===== src/rtl/kmeans_pkg.sv =====
// Shared widths, FSM encoding and component indexing for the k-means blocks.
package kmeans_pkg;

  localparam int COORD_W = 8;
  localparam int SUM_W   = 16;
  localparam int CNT_W   = 5;
  localparam int K       = 3;
  localparam int NCOMP   = 3 * K;

  // Centroid update sequencer states.
  typedef enum logic [2:0] {
    IDLE  = 3'd0,
    SEL   = 3'd1,
    DIV   = 3'd2,
    STORE = 3'd3,
    FIN   = 3'd4
  } updState_e;

  typedef logic [3:0] compIdx_t;

  // Components are visited cluster by cluster, x then y then z.
  localparam compIdx_t COMP_0X = 4'd0;
  localparam compIdx_t COMP_0Y = 4'd1;
  localparam compIdx_t COMP_0Z = 4'd2;
  localparam compIdx_t COMP_1X = 4'd3;
  localparam compIdx_t COMP_1Y = 4'd4;
  localparam compIdx_t COMP_1Z = 4'd5;
  localparam compIdx_t COMP_2X = 4'd6;
  localparam compIdx_t COMP_2Y = 4'd7;
  localparam compIdx_t COMP_2Z = 4'd8;
  localparam compIdx_t LAST_COMP = COMP_2Z;

  // Cluster that owns a given component (selects which count is the divisor).
  function automatic logic [1:0] compCluster(input compIdx_t c);
    logic [1:0] cl;
    cl = 2'd2;
    case (c)
      COMP_0X, COMP_0Y, COMP_0Z: cl = 2'd0;
      COMP_1X, COMP_1Y, COMP_1Z: cl = 2'd1;
      default:                   cl = 2'd2;
    endcase
    return cl;
  endfunction

  // Clamp a 16-bit quotient into the 8-bit coordinate range.
  function automatic logic [COORD_W-1:0] satCoord(input logic [SUM_W-1:0] q);
    return (q > 16'd255) ? 8'hFF : q[COORD_W-1:0];
  endfunction

endpackage


===== src/rtl/serial_div16x5.sv =====
// Serial restoring divider: 16-bit dividend by 5-bit divisor, one quotient
// bit per cycle, MSB first. valid is high during the cycle that performs the
// final step, so quotient holds the complete result from the next cycle on.
module serial_div16x5
  import kmeans_pkg::*;
(
  input  logic             clk,
  input  logic             rst_n,
  input  logic             start,
  input  logic [SUM_W-1:0] dividend,
  input  logic [CNT_W-1:0] divisor,
  output logic [SUM_W-1:0] quotient,
  output logic             valid
);

  // The dividend register shifts out its MSB each step and takes the new
  // quotient bit in at the bottom, so after 16 steps it holds the quotient.
  logic [SUM_W-1:0] work_q, work_d;
  logic [CNT_W-1:0] rem_q, rem_d;
  logic [CNT_W-1:0] dvsr_q, dvsr_d;
  logic [3:0]       bitCnt_q, bitCnt_d;
  logic             run_q, run_d;

  logic [CNT_W:0]   remShift;
  logic [CNT_W:0]   remSub;
  logic             fits;

  assign remShift = {rem_q, work_q[SUM_W-1]};
  assign fits     = (remShift >= {1'b0, dvsr_q});
  assign remSub   = remShift - {1'b0, dvsr_q};

  // Next-state logic: load on start, otherwise one restoring step while running.
  always_comb begin
    work_d   = work_q;
    rem_d    = rem_q;
    dvsr_d   = dvsr_q;
    bitCnt_d = bitCnt_q;
    run_d    = run_q;
    if (start) begin
      work_d   = dividend;
      rem_d    = '0;
      dvsr_d   = divisor;
      bitCnt_d = 4'd15;
      run_d    = 1'b1;
    end else if (run_q) begin
      work_d   = {work_q[SUM_W-2:0], fits};
      rem_d    = fits ? remSub[CNT_W-1:0] : remShift[CNT_W-1:0];
      bitCnt_d = bitCnt_q - 4'd1;
      if (bitCnt_q == 4'd0) begin
        run_d = 1'b0;
      end
    end
  end

  // Divider state registers with synchronous active-low reset.
  always_ff @(posedge clk) begin
    if (!rst_n) begin
      work_q   <= '0;
      rem_q    <= '0;
      dvsr_q   <= '0;
      bitCnt_q <= '0;
      run_q    <= 1'b0;
    end else begin
      work_q   <= work_d;
      rem_q    <= rem_d;
      dvsr_q   <= dvsr_d;
      bitCnt_q <= bitCnt_d;
      run_q    <= run_d;
    end
  end

  assign quotient = work_q;
  assign valid    = run_q && (bitCnt_q == 4'd0);

endmodule


===== src/rtl/centroid_update.sv =====
// Recomputes the three k-means centroids (sum / count per component) from a
// frozen snapshot of the accumulators, sharing one serial divider across all
// nine components.
module centroid_update
  import kmeans_pkg::*;
#(
  parameter int          N       = 20,
  parameter logic [23:0] INIT_C0 = 24'h101010,
  parameter logic [23:0] INIT_C1 = 24'h808080,
  parameter logic [23:0] INIT_C2 = 24'hF0F0F0
)(
  input  logic               clk,
  input  logic               rst_n,
  input  logic               update_centroids,
  input  logic [SUM_W-1:0]   sumx0,
  input  logic [SUM_W-1:0]   sumx1,
  input  logic [SUM_W-1:0]   sumx2,
  input  logic [SUM_W-1:0]   sumy0,
  input  logic [SUM_W-1:0]   sumy1,
  input  logic [SUM_W-1:0]   sumy2,
  input  logic [SUM_W-1:0]   sumz0,
  input  logic [SUM_W-1:0]   sumz1,
  input  logic [SUM_W-1:0]   sumz2,
  input  logic [CNT_W-1:0]   cnt0,
  input  logic [CNT_W-1:0]   cnt1,
  input  logic [CNT_W-1:0]   cnt2,
  output logic [COORD_W-1:0] c0x,
  output logic [COORD_W-1:0] c0y,
  output logic [COORD_W-1:0] c0z,
  output logic [COORD_W-1:0] c1x,
  output logic [COORD_W-1:0] c1y,
  output logic [COORD_W-1:0] c1z,
  output logic [COORD_W-1:0] c2x,
  output logic [COORD_W-1:0] c2y,
  output logic [COORD_W-1:0] c2z,
  output logic               busy,
  output logic               upd_done
);

  // A frame size that cannot be represented by the count inputs is a build error.
  if (N < 1 || N >= (1 << CNT_W)) begin : gBadN
    $error("centroid_update: N does not fit the count width");
  end

  // Reset centroids laid out in component order (element 0 = c0x).
  localparam logic [NCOMP-1:0][COORD_W-1:0] INIT_VEC = {
    INIT_C2[7:0], INIT_C2[15:8], INIT_C2[23:16],
    INIT_C1[7:0], INIT_C1[15:8], INIT_C1[23:16],
    INIT_C0[7:0], INIT_C0[15:8], INIT_C0[23:16]
  };

  logic [NCOMP-1:0][SUM_W-1:0]   sumIn;
  logic [K-1:0][CNT_W-1:0]       cntIn;
  logic [NCOMP-1:0][SUM_W-1:0]   sumSh_q;
  logic [K-1:0][CNT_W-1:0]       cntSh_q;
  logic [NCOMP-1:0][COORD_W-1:0] cent_q;

  updState_e state_q;
  compIdx_t  comp_q;
  logic      busy_q;
  logic      updDone_q;

  logic [SUM_W-1:0] selSum;
  logic [CNT_W-1:0] selCnt;
  logic             selZero;
  logic             divStart;
  logic [SUM_W-1:0] divQuot;
  logic             divValid;

  assign sumIn = {sumz2, sumy2, sumx2, sumz1, sumy1, sumx1, sumz0, sumy0, sumx0};
  assign cntIn = {cnt2, cnt1, cnt0};

  assign selSum   = sumSh_q[comp_q];
  assign selCnt   = cntSh_q[compCluster(comp_q)];
  assign selZero  = (selCnt == '0);
  assign divStart = (state_q == SEL) && !selZero;

  serial_div16x5 uDiv (
    .clk      (clk),
    .rst_n    (rst_n),
    .start    (divStart),
    .dividend (selSum),
    .divisor  (selCnt),
    .quotient (divQuot),
    .valid    (divValid)
  );

  // Track the accumulators while idle; the upstream FSM clears them on the
  // same edge as the update pulse, so the snapshot freezes on that cycle and
  // stays frozen for the whole update.
  always_ff @(posedge clk) begin
    if (!rst_n) begin
      sumSh_q <= '0;
      cntSh_q <= '0;
    end else if (state_q == IDLE && !update_centroids) begin
      sumSh_q <= sumIn;
      cntSh_q <= cntIn;
    end
  end

  // Sequencer: walks the nine components, skipping empty clusters, and
  // raises busy/upd_done as registered outputs.
  always_ff @(posedge clk) begin
    if (!rst_n) begin
      state_q   <= IDLE;
      comp_q    <= COMP_0X;
      busy_q    <= 1'b0;
      updDone_q <= 1'b0;
    end else begin
      updDone_q <= 1'b0;
      case (state_q)
        IDLE: begin
          if (update_centroids) begin
            state_q <= SEL;
            comp_q  <= COMP_0X;
            busy_q  <= 1'b1;
          end
        end
        SEL: begin
          if (selZero) begin
            if (comp_q == LAST_COMP) begin
              state_q   <= FIN;
              busy_q    <= 1'b0;
              updDone_q <= 1'b1;
            end else begin
              comp_q <= compIdx_t'(comp_q + 4'd1);
            end
          end else begin
            state_q <= DIV;
          end
        end
        DIV: begin
          if (divValid) begin
            state_q <= STORE;
          end
        end
        STORE: begin
          if (comp_q == LAST_COMP) begin
            state_q   <= FIN;
            busy_q    <= 1'b0;
            updDone_q <= 1'b1;
          end else begin
            comp_q  <= compIdx_t'(comp_q + 4'd1);
            state_q <= SEL;
          end
        end
        FIN: begin
          state_q <= IDLE;
        end
        default: begin
          state_q <= IDLE;
          busy_q  <= 1'b0;
        end
      endcase
    end
  end

  // Centroid registers change only when a finished quotient is stored.
  always_ff @(posedge clk) begin
    if (!rst_n) begin
      cent_q <= INIT_VEC;
    end else if (state_q == STORE) begin
      cent_q[comp_q] <= satCoord(divQuot);
    end
  end

  assign c0x      = cent_q[COMP_0X];
  assign c0y      = cent_q[COMP_0Y];
  assign c0z      = cent_q[COMP_0Z];
  assign c1x      = cent_q[COMP_1X];
  assign c1y      = cent_q[COMP_1Y];
  assign c1z      = cent_q[COMP_1Z];
  assign c2x      = cent_q[COMP_2X];
  assign c2y      = cent_q[COMP_2Y];
  assign c2z      = cent_q[COMP_2Z];
  assign busy     = busy_q;
  assign upd_done = updDone_q;

endmodule


===== config.mk =====
export PLATFORM = sky130hd
export DESIGN_NAME = centroid_update
export DESIGN_NICKNAME = d
export VERILOG_FILES = /design/src/rtl/kmeans_pkg.sv /design/src/rtl/serial_div16x5.sv /design/src/rtl/centroid_update.sv
export SDC_FILE = /design/constraint.sdc
export NUM_CORES = 1
export LEC_CHECK = 0
export BUFFER_PORTS_ARGS = -buffer_cell sky130_fd_sc_hd__buf_4
export CORE_MARGIN = 1.5
export CORE_UTILIZATION = 48
export CTS_CLUSTER_SIZE = 8
export DETAILED_ROUTE_END_ITERATION = 8
export PLACE_DENSITY = 0.71
export SLEW_MARGIN = 20
export SYNTH_ARGS = -nofsm -noshare
export SYNTH_HDL_FRONTEND = slang
export SYNTH_HIERARCHICAL = 1
export SYNTH_SLANG_ARGS = --single-unit
export TNS_END_PERCENT = 50

===== constraint.sdc =====
create_clock -name clk -period 3.1 [get_ports clk]
set_clock_uncertainty 0.05 [all_clocks]
set_input_delay 0 -clock clk [delete_from_list [all_inputs] [get_ports clk]]
set_output_delay 0 -clock clk [all_outputs]
set_load 0.02 [all_outputs]

### Word-level counts from Yosys, hierarchy flattened

Index checks and enable logic that the tools add are counted.
Widths: inputs -> output; s select.

| word-level totals | value |
|---|---|
| bits in registers | 271 |
| bits in latches | 0 |
| RAM bits | 0 |
| memory bits (read-only) | 0 |
| input bits | 162 |
| output and inout port bits | 74 |
| logic and storage cells | 107 |
| memories | 0 |

| operators by class | value |
|---|---|
| $add $sub $neg | 3 |
| multipliers | 0 |
| divide/modulo/power cells | 0 |
| magnitude comparators | 5 |
| equality and inequality tests | 14 |
| shift-type cells | 0 |
| multiplexer cells | 34 |
| bitwise operators | 2 |
| reduce and logical (&&, ||, !) cells | 19 |

Operators by type and width:

| kind | number |
|---|---|
| $bwmux 72 | 1 |
| $bmux 16 s4 | 1 |
| $mux 16 | 3 |
| $demux 8 s4 | 1 |
| $mux 4 | 5 |
| $gt 16x8->1 const B | 1 |
| $mux 8 | 2 |
| $mux 3 | 5 |
| $pmux 3 s4 | 1 |
| $pmux 4 s3 | 1 |
| $bmux 5 s2 | 1 |
| $mux 5 | 2 |
| $reduce_and 3->1 | 3 |
| $eq 4x2->1 const B | 2 |
| $eq 4x3->1 const B | 2 |
| $logic_not 4->1 | 2 |
| $mux 1 | 8 |
| $eq 3x2->1 const B | 2 |
| $ge 6x5->1 | 1 |
| $ne 2x2->1 const B | 3 |
| $reduce_or 3->1 | 2 |
| $logic_not 5->1 | 1 |
| $lt 4x5->1 const B | 1 |
| $sub 5x5->5 | 1 |
| 19 further kinds | 25 |

### Logic depth before layout (Yosys ltp)

Gate-level depths: netlist (run 1).

| depth | value |
|---|---|
| word-level depth | 9 |
| mapped depth | 16 |

### Hierarchy

Netlist (run 1), hierarchy kept.

By module, submodules not included:

| module | instances | cells an instance | area an instance (um^2) |
|---|---|---|---|
| centroid_update | 1 | 1,214 | 10,440.0 |
| serial_div16x5 | 1 | 187 | 1,642.8 |

### Worst setup path before layout (run 1)

No wires, ideal clock.

| timing | value |
|---|---|
| path type | register -> register |
| start point | reg comp_q[0] |
| end point | reg uDiv.rem_q[3] |
| library setup time | 87 ps |
| arrival | 3,014 ps |
| data required time | 2,963 ps |
| path slack | -51 ps |
| cell stages (with the launch flop) | 17 |
| clock period less this slack | 3,151 ps |
| path through | dfxtp_1 -> buf_2 -> inv_1 -> ha_1 -> buf_2 -> or3b_4 -> nand3_1 -> a31oi_2 -> nor3_4 -> a21oi_2 -> and2_1 -> clkbuf_1 -> nor2b_2 -> buf_4 -> nand3_1 -> o31a_1 -> o31ai_1 |

| on the way | value |
|---|---|
| word-level cells in the longest chain between the ends | 9 |
| elaborated cells on any way between the ends | 15 |

RTL lines:

| what | RTL line | text |
|---|---|---|
| start, declared | centroid_update.sv:59 | `compIdx_t comp_q;` |
| start signal, assigned | centroid_update.sv:126 | `comp_q <= compIdx_t'(comp_q + 4'd1);` |
| start signal, assigned | centroid_update.sv:143 | `comp_q <= compIdx_t'(comp_q + 4'd1);` |
| $eq 4x2->1 (tied with other cells) | kmeans_pkg.sv:37 | `case (c)` |
| $reduce_or 3->1 | kmeans_pkg.sv:37 |  |
| $pmux 2 s2 * | kmeans_pkg.sv:37 |  |
| $bmux 5 s2 * | centroid_update.sv:74 | `assign selCnt = cntSh_q[compCluster(comp_q)];` |
| $mux 5 (not written as such) * | centroid_update.sv:74 |  |
| named net selCnt[0] | centroid_update.sv:64 | `logic [CNT_W-1:0] selCnt;` |
| $logic_not 5->1 * | centroid_update.sv:75 | `assign selZero = (selCnt == '0);` |
| $logic_not 1->1 * | centroid_update.sv:76 | `assign divStart = (state_q == SEL) && !selZero;` |
| $logic_and 1x1->1 * | centroid_update.sv:76 |  |
| named net divStart | centroid_update.sv:66 | `logic divStart;` |
| $reduce_or 2->1 (no line) * | - |  |
| end signal, assigned | serial_div16x5.sv:65 | `rem_q <= rem_d;` |
| end, declared | serial_div16x5.sv:19 | `logic [CNT_W-1:0] rem_q, rem_d;` |

Mark *: on every way through the listed nets, which the timed path passes. The rest lies on a longest branch. The select of a mux whose other input is x is not followed.
A chain may end at the register's enable or synchronous reset.

### Worst setup path in the final report (run 1)

| timing | value |
|---|---|
| start point | reg comp_q[1] |
| end point | reg uDiv.rem_q[3] |

The elaborated chain is that of the path after synthesis.

==> tab_implementation.tex, run 1 <==
\begin{tabular}{lr}
\hline
Metric & Value \\
\hline
\multicolumn{2}{l}{\textbf{Status}} \\
Status & completed \\
\multicolumn{2}{l}{\textbf{Timing}} \\
Final-report max-slew violation count & 0 \\
Minimum clock period & around 3000 ps \\
Number of failing setup endpoints in the final timing report & 0 \\
Final hold viol count & 0 \\
Crit share post-route & 95.00\% \\
Highest clock frequency the design can meet & around 340 MHz \\
Worst slew margin relative to its limit & roughly 44\% \\
Least-Margin Pin Slew & approximately 830 ps \\
\multicolumn{2}{l}{\textbf{Power}} \\
Switching portion of total power & 34.19\% \\
Overall power consumption & 11630 µW \\
Net load switching power & 3976 µW \\
Internal power consumption & about 7700 µW \\
Clock power share & a little under a third \\
Worst IR drop on VDD & 0.4923 mV \\
Proportion of power drawn by flip-flops and latches & between 30\% and 40\% \\
Share of total power in combinational logic & 31.0\% \\
Leakage component of the power & slightly above 0.007 µW \\
Power per Cell Area & approximately 700 mW/mm² \\
\multicolumn{2}{l}{\textbf{Placed design}} \\
Placed cell area & $\sim$0.014 mm² \\
Final weighted congestion of routability-driven global placement & 0.8720 \\
Cells after DPL & 1871 \\
Final HPWL from detailed placement & about 22000 µm \\
Number of I/O port buffers & 235 \\
\multicolumn{2}{l}{\textbf{Clock tree}} \\
Number of buffers created by CTS & 39 \\
Clock tree sinks & $\sim$270 \\
Maximum level of the CTS H-tree & 2 \\
Insertion delay to the later sink of the worst-skew pair & between 500 and 600 ps \\
Clock root buffer & clkbuf\_16 \\
CTS tree & yes \\
Maximum clock insertion buffer count & 3 \\
Clock-pin slew on the worst setup and hold paths & around 50 ps \\
\multicolumn{2}{l}{\textbf{Logic synthesis}} \\
Post-synthesis async set-or-reset flop share & 0\% \\
Synthesis warning total & 6 \\
Net Count, Synth & between 1500 and 2000 \\
Most frequently used flop master after synthesis & dfxtp\_1 \\
Mean Syn Cell Area & between 8 and 9 µm² \\
Synthesis-stage register bit count & about 270 \\
Post-synth design cell area & 0.01208 mm² \\
Syn Inst Count & approximately 1400 \\
Cell variety after synth & 68 \\
Sequential area share after synthesis & 44.90\% \\
Number of flops mapped to enable cells by yosys & 0 \\
\multicolumn{2}{l}{\textbf{Setup path}} \\
Arrival time worst endpoint & 3310 ps \\
CP endpoint kind & register \\
Required arrival time at the worst endpoint & 3470 ps \\
Critical-path maximum fanout & 9 \\
Launching point of the worst reg2reg path & comp\_q[1] \\
Start point of the critical path & comp\_q[1] \\
Startpoint class of the critical path & register \\
Crit Path Class & reg -> reg \\
\multicolumn{2}{l}{\textbf{Route}} \\
WL/cell & roughly 17 µm \\
Remaining antenna violation count after routing & 0 \\
Number of vias per cell & 5.420 \\
Number of vias after detailed routing & between 10000 and 15000 \\
Total length of routed wires & roughly 36000 µm \\
Post-detailed-route DRC marker count & 0 \\
Initial DRT Pass Iterations & 7 \\
Iteration-0 DRC Markers & around 800 \\
\multicolumn{2}{l}{\textbf{GRT}} \\
Number of global-route vias before repair & approximately 11000 \\
Largest net degree at the start of global routing & about 170 \\
Total congestion overflow & 0 \\
Wire length of the first global-routing pass & 56580 µm \\
Antenna violations before repair & 0 \\
GRT Util Overall & between 20\% and 30\% \\
\multicolumn{2}{l}{\textbf{Finish}} \\
Multi-input combinational cell area & 0.006151 mm² \\
Non-filler cells in the finished layout & 2080 \\
Sequential cell area & about 0.0054 mm² \\
Number of nets at the end of the flow & a little under 2000 \\
Area growth, synth to finish & 38.18\% \\
Summed area of non-filler cells in the final layout & between 0.015 and 0.02 mm² \\
Share of layout cells above drive strength 1 & about a fifth \\
Antenna Diode Count & 0 \\
Filler cells & between 1500 and 2000 \\
\multicolumn{2}{l}{\textbf{Die}} \\
DIE AREA & 0.02613 mm² \\
IO Count & $\sim$240 \\
Chip height & between 150 and 200 µm \\
Die width & between 150 and 200 µm \\
Area of the core region & about 0.025 mm² \\
Initial Util & 49.25\% \\
Rows & 57 \\
\multicolumn{2}{l}{\textbf{Flow run}} \\
MaxCap Viol Count & 0 \\
\multicolumn{2}{l}{\textbf{Worst hold path}} \\
Worst hold-check path type & in -> reg \\
Worst hold start & sumz2[9] \\
\hline
\end{tabular}
layer usage:
metal  vias up  wire [µm]  track usage (%)
met5         -          0                0
met4         0       1223            11.13
met3        85       2081            3.984
met2       407      18400            48.15
met1      5308      14690            32.98
li1       5474          -                -
cell usage after synthesis (all sizes together) (7+ instances only):
| master | instances | share of area, % |
|---|---|---|
| ha | 10 | 1.0 |
| nor2 | 49 | 1.5 |
| mux2i | 54 | 4.5 |
| and2 | 26 | 1.4 |
| o211ai | 15 | 0.93 |
| buf | 50 | 2.1 |
| o22ai | 17 | 0.88 |
| clkbuf | 62 | 2.0 |
| nor3 | 7 | 0.38 |
| nand2 | 432 | 13 |
| inv | 10 | 0.31 |
| nand3b | 8 | 0.50 |
| o21ai | 34 | 1.5 |
| nand3 | 14 | 0.62 |
| mux4 | 16 | 3.0 |
| dfxtp | 271 | 45 |
| o211a | 54 | 4.5 |
| nor2b | 10 | 0.54 |
| a21boi | 159 | 9.9 |
| a31oi | 10 | 0.67 |
| a21oi | 38 | 1.6 |
layout make-up:
type                    instances  area share (%)
multi-input cells            1008           36.84
clock inverters                 2          0.1499
flip-flops and latches        271           32.52
clock buffers                  42           6.040
repair buffers                423           21.80
well taps                     324           2.428
inverters                      10          0.2248
through the flow:
step | hold slack, ps | TNS, ps | worst slack, ps | utilization (%)
6_report | 235.5 | 0 | 154.9 | 68.05
5_1_grt | 249.6 | -2.865 | -2.865 | 68.05
4_1_cts | 235.5 | -48.61 | -26.86 | 67.84
3_5_place_dp | 217.6 | 0 | 13.28 | 57.06
2_1_floorplan | 78.17 | 0 | 8.530 | -
3_3_place_gp | 201.3 | 0 | 186.3 | 57.06
what timing repair did:
| item | CTS | global route |
|---|---|---|
| resized for setup | 0 | 6 |
| hold buffers | 161 | 0 |
| hold endpoints to repair | 183 | 0 |
| gates cloned | 0 | 0 |
| endpoints found under the setup margin | 5 | 31 |
| buffers inserted | 0 | 4 |
| pin swaps | 0 | 1 |
cells by family after synthesis:
group	after synthesis	synth area share [%]
XOR/XNOR	5	0.3625
flip-flops	271	44.90
AO/OA/AOI/OAI	353	21.79
AND/OR/NAND/NOR	569	19.88
multiplexers	70	7.456
buffers and inverters	122	4.411
adder cells (fa/ha/maj)	11	1.201
power by group through the flow:
stage	Sequential (µW)	Clock, µW	Combinational (µW)
final	4320	3700	3610
after global routing	4360	3910	3940
after CTS	4300	3740	3500
after detailed placement	4370	0	3330
after global placement	4350	0	3280
after floorplan	4270	0	2300
sequential cells by signal (all words and copies together), names as in the netlist, 5 cells and up:
name           flops
uDiv/quotient     16
uDiv/dvsr_q        5
c2x                8
c1y                8
sumSh_q          144
c0y                8
c0z                8
c2z                8
cntSh_q           15
c0x                8
c1x                8
c1z                8
uDiv/rem_q         5
c2y                8
worst paths after layout:
| path | endpoint | slack, ps | cells past startpoint |
|---|---|---|---|
| worst min register to register | sumSh_q[32] | 400 | 2 |
| worst max-delay path | uDiv/rem_q[3] | 150 | 12 |
| worst max register to register | uDiv/rem_q[3] | 150 | 12 |
| worst min-delay path | sumSh_q[137] | 240 | 4 |
cell usage in the layout, fill, tap and decap left out, types with 4 or more instances in the layout:
master         count
a211oi_1           4
a21boi_0         135
a21boi_1          24
a21oi_1           37
a31oi_1            7
and2_1            25
buf_12             4
buf_4            256
clkbuf_16         40
dfxtp_1          270
dlygate4sd3_1    161
ha_1               9
inv_1             10
mux2i_1           54
mux4_2            16
nand2_1          432
nand3_1           13
nand3b_1           8
nor2_1            49
nor2b_1            9
nor3_1             6
o211a_1           54
o211ai_1          15
o21a_1             5
o21ai_0           30
o22ai_1           17
worst max-delay path, stage by stage (launching register included):
cell and delay, ps:
dfxtp_1 450, inv_1 140, ha_1 290, or3b_4 460, nand3_2 90, a31oi_2 130, nor3_4 270, a21oi_2 90
and2_1 220, nor2b_4 220, nand3_1 110, o31a_1 270, o31ai_1 60
Power figures use the tool's default switching activity.
==> run 2: changes to the inputs <==
--- a/config.mk
+++ b/config.mk
@@ -6,11 +6,13 @@
 export NUM_CORES = 1
 export LEC_CHECK = 0
 export BUFFER_PORTS_ARGS = -buffer_cell sky130_fd_sc_hd__buf_4
+export CELL_PAD_IN_SITES_DETAIL_PLACEMENT = 0
+export CELL_PAD_IN_SITES_GLOBAL_PLACEMENT = 1
 export CORE_MARGIN = 1.5
-export CORE_UTILIZATION = 48
+export CORE_UTILIZATION = 37
 export CTS_CLUSTER_SIZE = 8
 export DETAILED_ROUTE_END_ITERATION = 8
-export PLACE_DENSITY = 0.71
+export PLACE_DENSITY = 0.83
 export SLEW_MARGIN = 20
 export SYNTH_ARGS = -nofsm -noshare
 export SYNTH_HDL_FRONTEND = slang
==> run 2 against run 1 <==
- first-iteration DRC count decreased by 14%
- hold slack lost 1.4 ps
- worst setup slack improved by 82 ps
- fmax grew 2.9%
- largest cell class unchanged
==> tab_implementation.tex, run 2 (synthesis gave the netlist of run 1 again) <==
\begin{tabular}{lr}
\hline
Metric & Value \\
\hline
\multicolumn{2}{l}{\textbf{GRT}} \\
Wire length of the first global-routing pass & 58370 µm (was 56580 µm) \\
Number of global-route vias before repair & 11070 (was 10960) \\
Total congestion overflow & 0 (unchanged) \\
Antenna violations before repair & 1 (was 0) \\
Largest net degree at the start of global routing & 114 (was 165) \\
GRT Util Overall & 21.74\% (was 27.15\%) \\
\multicolumn{2}{l}{\textbf{Flow run}} \\
MaxCap Viol Count & 0 (unchanged) \\
\multicolumn{2}{l}{\textbf{Clock tree}} \\
Clock root buffer & clkbuf\_16 (unchanged) \\
CTS tree & yes (unchanged) \\
Clock tree sinks & 271 (unchanged) \\
Insertion delay to the later sink of the worst-skew pair & 520 ps (about the same) \\
Maximum level of the CTS H-tree & 2 (unchanged) \\
Clock-pin slew on the worst setup and hold paths & 50 ps (about the same) \\
Number of buffers created by CTS & 39 (unchanged) \\
Maximum clock insertion buffer count & 3 (unchanged) \\
\multicolumn{2}{l}{\textbf{Finish}} \\
Most common library cell in the layout ignoring fill and taps & nand2\_1 (unchanged) \\
Leading cell types in the layout, fill and taps excluded & nand2\_1, dfxtp\_1, buf\_4, dlygate4sd3\_1, a21boi\_0 (unchanged) \\
Share of layout cells above drive strength 1 & 19.18\% (was 19.65\%) \\
Area growth, synth to finish & 42.64\% (was 38.18\%) \\
Most flops, register & sumSh\_q (unchanged) \\
Summed area of non-filler cells in the final layout & 0.01724 mm² (was 0.01670 mm²) \\
Non-filler cells in the finished layout & 2235 (was 2080) \\
Post-layout util & 54.06\% (was 68.05\%) \\
Number of nets at the end of the flow & 1971 (was 1926) \\
Number of flip-flops under the largest register name & 144 (unchanged) \\
\multicolumn{2}{l}{\textbf{Status}} \\
Status & completed (unchanged) \\
\multicolumn{2}{l}{\textbf{Die}} \\
Initial Util & 37.90\% (was 49.25\%) \\
Area of the core region & 0.03188 mm² (was 0.02453 mm²) \\
DIE AREA & 0.03375 mm² (was 0.02613 mm²) \\
Chip height & 183.7 µm (was 161.7 µm) \\
IO Count & 236 (unchanged) \\
Die width & 183.7 µm (was 161.7 µm) \\
Rows & 65 (was 57) \\
\multicolumn{2}{l}{\textbf{Route}} \\
Post-detailed-route DRC marker count & 0 (unchanged) \\
Iteration-0 DRC Markers & 696 (was 811) \\
Number of vias per cell & 4.976 (was 5.420) \\
Number of vias after detailed routing & 11120 (was 11270) \\
WL/cell & 16.62 µm (was 17.50 µm) \\
Total length of routed wires & 37150 µm (was 36400 µm) \\
Initial DRT Pass Iterations & 5 (was 7) \\
Remaining antenna violation count after routing & 0 (unchanged) \\
\multicolumn{2}{l}{\textbf{Timing}} \\
Final-report max-slew violation count & 0 (unchanged) \\
Unrepaired setup endpoints after global routing & yes \\
Highest clock frequency the design can meet & 349.3 MHz (was 339.6 MHz) \\
Least-Margin Pin Slew & 772.5 ps (was 833.6 ps) \\
Final hold viol count & 0 (unchanged) \\
Crit share post-route & 92.34\% (was 95.00\%) \\
Final setup slack of the worst path & 237.3 ps (was 154.9 ps) \\
Minimum clock period & 2863 ps (was 2945 ps) \\
Worst slew margin relative to its limit & 48.50\% (was 44.22\%) \\
Number of failing setup endpoints in the final timing report & 0 (unchanged) \\
\multicolumn{2}{l}{\textbf{Placed design}} \\
Number of I/O port buffers & 235 (unchanged) \\
Final HPWL from detailed placement & 23830 µm (was 22130 µm) \\
Worst slack after detailed placement & 156.9 ps (was 13.28 ps) \\
Placed cell area & 0.01417 mm² (was 0.01400 mm²) \\
Cells after DPL & 1988 (was 1871) \\
Final weighted congestion of routability-driven global placement & 0.8277 (was 0.8720) \\
\multicolumn{2}{l}{\textbf{Setup path}} \\
Critical-path maximum fanout & 12 (was 9) \\
Arrival time worst endpoint & 3250 ps (was 3310 ps) \\
CP endpoint kind & register (unchanged) \\
Largest stage delay, worst path & 370 ps (was 460 ps) \\
Cell breakdown of the critical path & inv\_1 > ha\_1 > or2\_1 > a211oi\_1 > a31oi\_2 > nor3\_4 > a21oi\_2 > and2\_1 > nor2b\_4 > nand3\_1 > o31a\_1 > o31ai\_1 (was inv\_1 > ha\_1 > or3b\_4 > nand3\_2 > a31oi\_2 > nor3\_4 > a21oi\_2 > and2\_1 > nor2b\_4 > nand3\_1 > o31a\_1 > o31ai\_1) \\
Required arrival time at the worst endpoint & 3480 ps (was 3470 ps) \\
Startpoint class of the critical path & register (unchanged) \\
Crit Path Class & reg -> reg (unchanged) \\
Number of buffers and inverters on the critical path & 1 (unchanged) \\
Top cell family by delay on the critical path & simple AND/OR/NAND/NOR gates (unchanged) \\
Slowest stage cell on the critical path & dfxtp\_1 (was or3b\_4) \\
\multicolumn{2}{l}{\textbf{Power}} \\
Worst IR drop on VDD & 0.3965 mV (was 0.4923 mV) \\
Leakage component of the power & 0.007476 µW (was 0.007209 µW) \\
Overall power consumption & 11780 µW (was 11630 µW) \\
Power per Cell Area & 683.5 mW/mm² (was 696.5 mW/mm²) \\
\multicolumn{2}{l}{\textbf{Worst hold path}} \\
Worst hold-check path type & in -> reg (unchanged) \\
\hline
\end{tabular}
-- run 2: power breakdown --
| part | leakage, µW | switching, µW | internal, µW |
|---|---|---|---|
| clock | 0.000496 | 1460 | 2220 |
| combinational | 0.00477 | 2280 | 1540 |
| sequential | 0.00221 | 306 | 3980 |
| total | 0.00748 | 4040 | 7740 |
-- run 2: path summary, 6_finish.rpt --
kind	from	end	slack, ps	cells after the start
setup / recovery	comp_q[0]	uDiv/rem_q[3]	240	12
hold / removal	sumy2[10]	sumSh_q[122]	230	4
setup reg to reg	comp_q[0]	uDiv/rem_q[3]	240	12
hold reg to reg	sumSh_q[115]	sumSh_q[115]	410	2
-- run 2: final cells by class --
| cell class | count | area, µm² |
|---|---|---|
| fill | 2939 | 14650 |
| multi-input combinational | 1008 | 6148 |
| sequential | 271 | 5429 |
| timing repair buffer | 468 | 4065 |
| clock buffer | 40 | 979.7 |
| tap | 435 | 544.3 |
| inverter | 10 | 37.54 |
| clock inverter | 2 | 28.78 |
| antenna | 1 | 2.502 |
-- run 2: per-layer routing --
metal	wire, µm	GRT usage [%]	share of wire [%]	up-vias
met2	17920	37.35	48	325
met1	16460	27.83	44	5189
li1	-	-	-	5552
met5	0	0	0	-
met3	1811	3.249	4.9	56
met4	956	7.279	2.6	0
-- run 2: worst register-to-register path, cell delays in order, from the launching register on --
cell      delay (ps)
dfxtp_1          370
inv_1            100
ha_1             260
or2_1            310
a211oi_1         310
a31oi_2          100
nor3_4           290
a21oi_2           90
and2_1           210
nor2b_4          260
nand3_1          120
o31a_1           260
o31ai_1           60
-- run 2: per-stage QoR --
step	TNS (ps)	hold WS (ps)
floorplan	0	78.17
global placement	0	205.8
detailed placement	0	210.9
CTS	0	212.8
global route	-11.05	260.1
finish	0	234.1
-- run 2: what timing repair did --
| item | in CTS | in global routing |
|---|---|---|
| buffers inserted | 0 | 0 |
| endpoints found under the hold margin | 180 | 0 |
| gates resized for setup | 0 | 2 |
| setup endpoints to repair | 0 | 4 |
| hold buffers | 204 | 0 |
==> run 3: changes to the inputs <==
--- a/config.mk
+++ b/config.mk
@@ -5,11 +5,12 @@
 export SDC_FILE = /design/constraint.sdc
 export NUM_CORES = 1
 export LEC_CHECK = 0
+export ABC_AREA = 1
 export BUFFER_PORTS_ARGS = -buffer_cell sky130_fd_sc_hd__buf_4
 export CELL_PAD_IN_SITES_DETAIL_PLACEMENT = 0
 export CELL_PAD_IN_SITES_GLOBAL_PLACEMENT = 1
 export CORE_MARGIN = 1.5
-export CORE_UTILIZATION = 37
+export CORE_UTILIZATION = 36
 export CTS_CLUSTER_SIZE = 8
 export DETAILED_ROUTE_END_ITERATION = 8
 export PLACE_DENSITY = 0.83
==> run 3 against run 2 <==
- utilization is 1.9 points lower
- clock power is 1% higher
- synthesized area is 4.5% lower
- synthesized cell count is 7.4% higher
- hold slack worse by 170 ps
- die area is 1.8% lower
- design area is 4.5% lower
- sequential share of layout area is 1.5 points higher
- fmax is 2.7% higher
- worst setup slack better by 77 ps
- critical path depth is 7 higher
- highest routed layer unchanged
- wire length is 2.5% lower
- critical endpoint is now uDiv/quotient[5]
==> tab_implementation.tex, run 3 <==
\begin{tabular}{lr}
\hline
Metric & Value \\
\hline
\multicolumn{2}{l}{\textbf{Status}} \\
Status & completed (unchanged) \\
\multicolumn{2}{l}{\textbf{Logic synthesis}} \\
Area share of the leading cell type in the synthesized netlist & 47.01\% (was 44.90\%) \\
Post-synth design cell area & 0.01154 mm² (was 0.01208 mm²) \\
Syn Inst Count & 1504 (was 1401) \\
Post-synthesis async set-or-reset flop share & 0\% (unchanged) \\
Cell variety after synth & 43 (was 68) \\
Area leader, netlist & dfxtp\_1 (unchanged) \\
Mean Syn Cell Area & 7.674 µm² (was 8.624 µm²) \\
Synthesis-stage register bit count & 271 (unchanged) \\
Ranking of synthesized cells by instance count & a21oi\_1, dfxtp\_1, o21ai\_0 (was nand2\_1, dfxtp\_1, a21boi\_0) \\
Net Count, Synth & 1677 (was 1574) \\
Leading cell type by number of instances after synthesis & a21oi\_1 (was nand2\_1) \\
Most frequently used flop master after synthesis & dfxtp\_1 (unchanged) \\
Top cells by area, synth & dfxtp\_1, a21oi\_1, o21ai\_0 (was dfxtp\_1, nand2\_1, a21boi\_0) \\
Sequential area share after synthesis & 47.01\% (was 44.90\%) \\
Synthesis warning total & 6 (unchanged) \\
Number of flops mapped to enable cells by yosys & 0 (unchanged) \\
\multicolumn{2}{l}{\textbf{Finish}} \\
Number of nets at the end of the flow & 2051 (was 1971) \\
Most flops, register & sumSh\_q (unchanged) \\
Most common library cell in the layout ignoring fill and taps & a21oi\_1 (was nand2\_1) \\
Share of layout cells above drive strength 1 & 19.11\% (was 19.18\%) \\
Number of flip-flops under the largest register name & 144 (unchanged) \\
Summed area of non-filler cells in the final layout & 0.01646 mm² (was 0.01724 mm²) \\
Antenna Diode Count & 0 (was 1) \\
Area growth, synth to finish & 42.58\% (was 42.64\%) \\
Leading cell types in the layout, fill and taps excluded & a21oi\_1, dfxtp\_1, o21ai\_0, buf\_4, inv\_1 (was nand2\_1, dfxtp\_1, buf\_4, dlygate4sd3\_1, a21boi\_0) \\
\multicolumn{2}{l}{\textbf{Timing}} \\
Least-Margin Pin Slew & 970.4 ps (was 772.5 ps) \\
Final hold viol count & 0 (unchanged) \\
Final-report max-slew violation count & 0 (unchanged) \\
Worst slew margin relative to its limit & 35.07\% (was 48.50\%) \\
Number of failing setup endpoints in the final timing report & 0 (unchanged) \\
Unrepaired setup endpoints after global routing & no (was yes) \\
Minimum clock period & 2786 ps (was 2863 ps) \\
Final setup slack of the worst path & 313.9 ps (was 237.3 ps) \\
Accumulated negative setup slack & 0 ps (unchanged) \\
Crit share post-route & 89.87\% (was 92.34\%) \\
Highest clock frequency the design can meet & 358.9 MHz (was 349.3 MHz) \\
\multicolumn{2}{l}{\textbf{Route}} \\
WL/cell & 15.88 µm (was 16.62 µm) \\
Iteration-0 DRC Markers & 752 (was 696) \\
Total length of routed wires & 36230 µm (was 37150 µm) \\
Number of vias after detailed routing & 11450 (was 11120) \\
Number of vias per cell & 5.021 (was 4.976) \\
Remaining antenna violation count after routing & 0 (unchanged) \\
Initial DRT Pass Iterations & 5 (unchanged) \\
Post-detailed-route DRC marker count & 0 (unchanged) \\
\multicolumn{2}{l}{\textbf{GRT}} \\
Number of global-route vias before repair & 11060 (was 11070) \\
Antenna violations before repair & 0 (was 1) \\
Largest net degree at the start of global routing & 128 (was 114) \\
GRT Util Overall & 21.43\% (was 21.74\%) \\
Wire length of the first global-routing pass & 57030 µm (was 58370 µm) \\
Total congestion overflow & 0 (unchanged) \\
\multicolumn{2}{l}{\textbf{Power}} \\
Worst IR drop on VDD & 0.4966 mV (was 0.3965 mV) \\
Power per Cell Area & 899.4 mW/mm² (was 683.5 mW/mm²) \\
Internal power consumption & 8795 µW (was 7736 µW) \\
Switching portion of total power & 40.58\% (was 34.34\%) \\
Net load switching power & 6006 µW (was 4045 µW) \\
Proportion of power drawn by flip-flops and latches & 31.9\% (was 36.4\%) \\
Overall power consumption & 14800 µW (was 11780 µW) \\
Clock power share & 25.2\% (was 31.3\%) \\
Leakage component of the power & 0.007042 µW (was 0.007476 µW) \\
Share of total power in combinational logic & 42.9\% (was 32.4\%) \\
\multicolumn{2}{l}{\textbf{Clock tree}} \\
Maximum level of the CTS H-tree & 2 (unchanged) \\
Total setup buffers inserted after CTS & 0 (unchanged) \\
Maximum clock insertion buffer count & 3 (unchanged) \\
Insertion delay to the later sink of the worst-skew pair & 510 ps (was 520 ps) \\
Clock tree sinks & 271 (unchanged) \\
Clock-pin slew on the worst setup and hold paths & 60 ps (was 50 ps) \\
CTS tree & yes (unchanged) \\
Number of buffers created by CTS & 39 (unchanged) \\
Clock root buffer & clkbuf\_16 (unchanged) \\
\multicolumn{2}{l}{\textbf{Setup path}} \\
Critical-path maximum fanout & 13 (was 12) \\
CP endpoint kind & register (unchanged) \\
Arrival time worst endpoint & 3200 ps (was 3250 ps) \\
Crit Path Class & reg -> reg (unchanged) \\
Required arrival time at the worst endpoint & 3510 ps (was 3480 ps) \\
Startpoint class of the critical path & register (unchanged) \\
\multicolumn{2}{l}{\textbf{Die}} \\
Die width & 182.1 µm (was 183.7 µm) \\
IO Count & 236 (unchanged) \\
Area of the core region & 0.03156 mm² (was 0.03188 mm²) \\
DIE AREA & 0.03314 mm² (was 0.03375 mm²) \\
Rows & 65 (unchanged) \\
Chip height & 182.1 µm (was 183.7 µm) \\
Initial Util & 36.57\% (was 37.90\%) \\
\multicolumn{2}{l}{\textbf{Placed design}} \\
Number of I/O port buffers & 235 (unchanged) \\
Placed cell area & 0.01365 mm² (was 0.01417 mm²) \\
Worst slack after detailed placement & 103.8 ps (was 156.9 ps) \\
Final HPWL from detailed placement & 23710 µm (was 23830 µm) \\
Final weighted congestion of routability-driven global placement & 0.8903 (was 0.8277) \\
\multicolumn{2}{l}{\textbf{Worst hold path}} \\
Worst hold-check path type & in -> reg (unchanged) \\
\multicolumn{2}{l}{\textbf{Flow run}} \\
MaxCap Viol Count & 0 (unchanged) \\
\hline
\end{tabular}
[run 3: cell types whose count changed in the layout (fill, tap and decap cells not counted), moves of 17 or more]
cell / change
inv_1: +224
o21ai_0: +232
o211a_1: -54
a21boi_1: -24
o22ai_1: -17
nand2_1: -311
a21oi_1: +258
a21boi_0: -135
o211ai_1: +19
dlygate4sd3_1: -28
o221ai_1: +19
and2_1: -25
mux2i_1: -54
[run 3: stage by stage]
stage,hold slack [ps],utilization [%],std cells
6_report,65.04,52.15,2281
5_1_grt,83.32,52.15,2281
4_1_cts,45.02,52.12,2281
3_5_place_dp,234.8,43.26,2063
3_3_place_gp,232.2,43.26,2063
2_1_floorplan,78.99,-,1504
[run 3: repair_timing]
action                                 CTS  global route
setup endpoints to repair                0            17
gates resized for setup                  0             4
hold buffers                           176             0
endpoints found under the hold margin  219             0
[run 3: final timing paths]
| path | from | endpoint | slack (ps) | cells after the start |
|---|---|---|---|---|
| max | comp_q[1] | uDiv/quotient[5] | 310 | 19 |
| min | update_centroids | sumSh_q[14] | 70 | 3 |
| max reg2reg | comp_q[1] | uDiv/quotient[5] | 310 | 19 |
| min reg2reg | sumSh_q[96] | sumSh_q[96] | 390 | 2 |
[run 3: metal layers]
| layer | routed length (µm) | track usage [%] |
|---|---|---|
| met4 | 1168 | 7.570 |
| met1 | 16370 | 28.03 |
| met5 | 0 | 0 |
| met2 | 16900 | 35.75 |
| met3 | 1785 | 3.512 |
[run 3: cell families after synthesis]
family | count (synthesis) | share of synthesized area (%)
fa+ha+maj | 11 | 1.258
flops | 271 | 47.01
simple gates | 223 | 9.670
compound gates | 652 | 30.46
buf+inv | 346 | 11.52
xor+xnor | 1 | 0.07590
[run 3: area by class of cell]
class	count	area, µm²
clock buffer	41	1005
clock inverter	1	30.03
fill	2964	15100
inverter	244	924.6
multi-input combinational	887	4793
sequential	271	5428
tap	402	503.0
timing repair buffer	435	3772
[run 3: critical path: stages (launching register included)]
cell and delay (ps):
dfxtp_2 380, inv_1 100, ha_1 250, o21ai_1 160
nand2_2 90, inv_2 110, nand2_4 70, nand2_1 80
nand2_1 110, nor2_4 140, nand2_4 90, nand2_8 100
clkinvlp_4 190, inv_4 170, nand2_2 180, inv_2 190
nand2_1 70, o211ai_1 80, nand2_1 70, inv_1 50
[run 3: power groups by stage]
stage / sequential, µW / combinational (µW) / clock (µW)
finish: 4730 / 6350 / 3730
detailed placement: 4780 / 6110 / 0
CTS: 4720 / 6350 / 3810
global route: 4810 / 7040 / 3960
floorplan: 4700 / 4110 / 0
global placement: 4770 / 6060 / 0
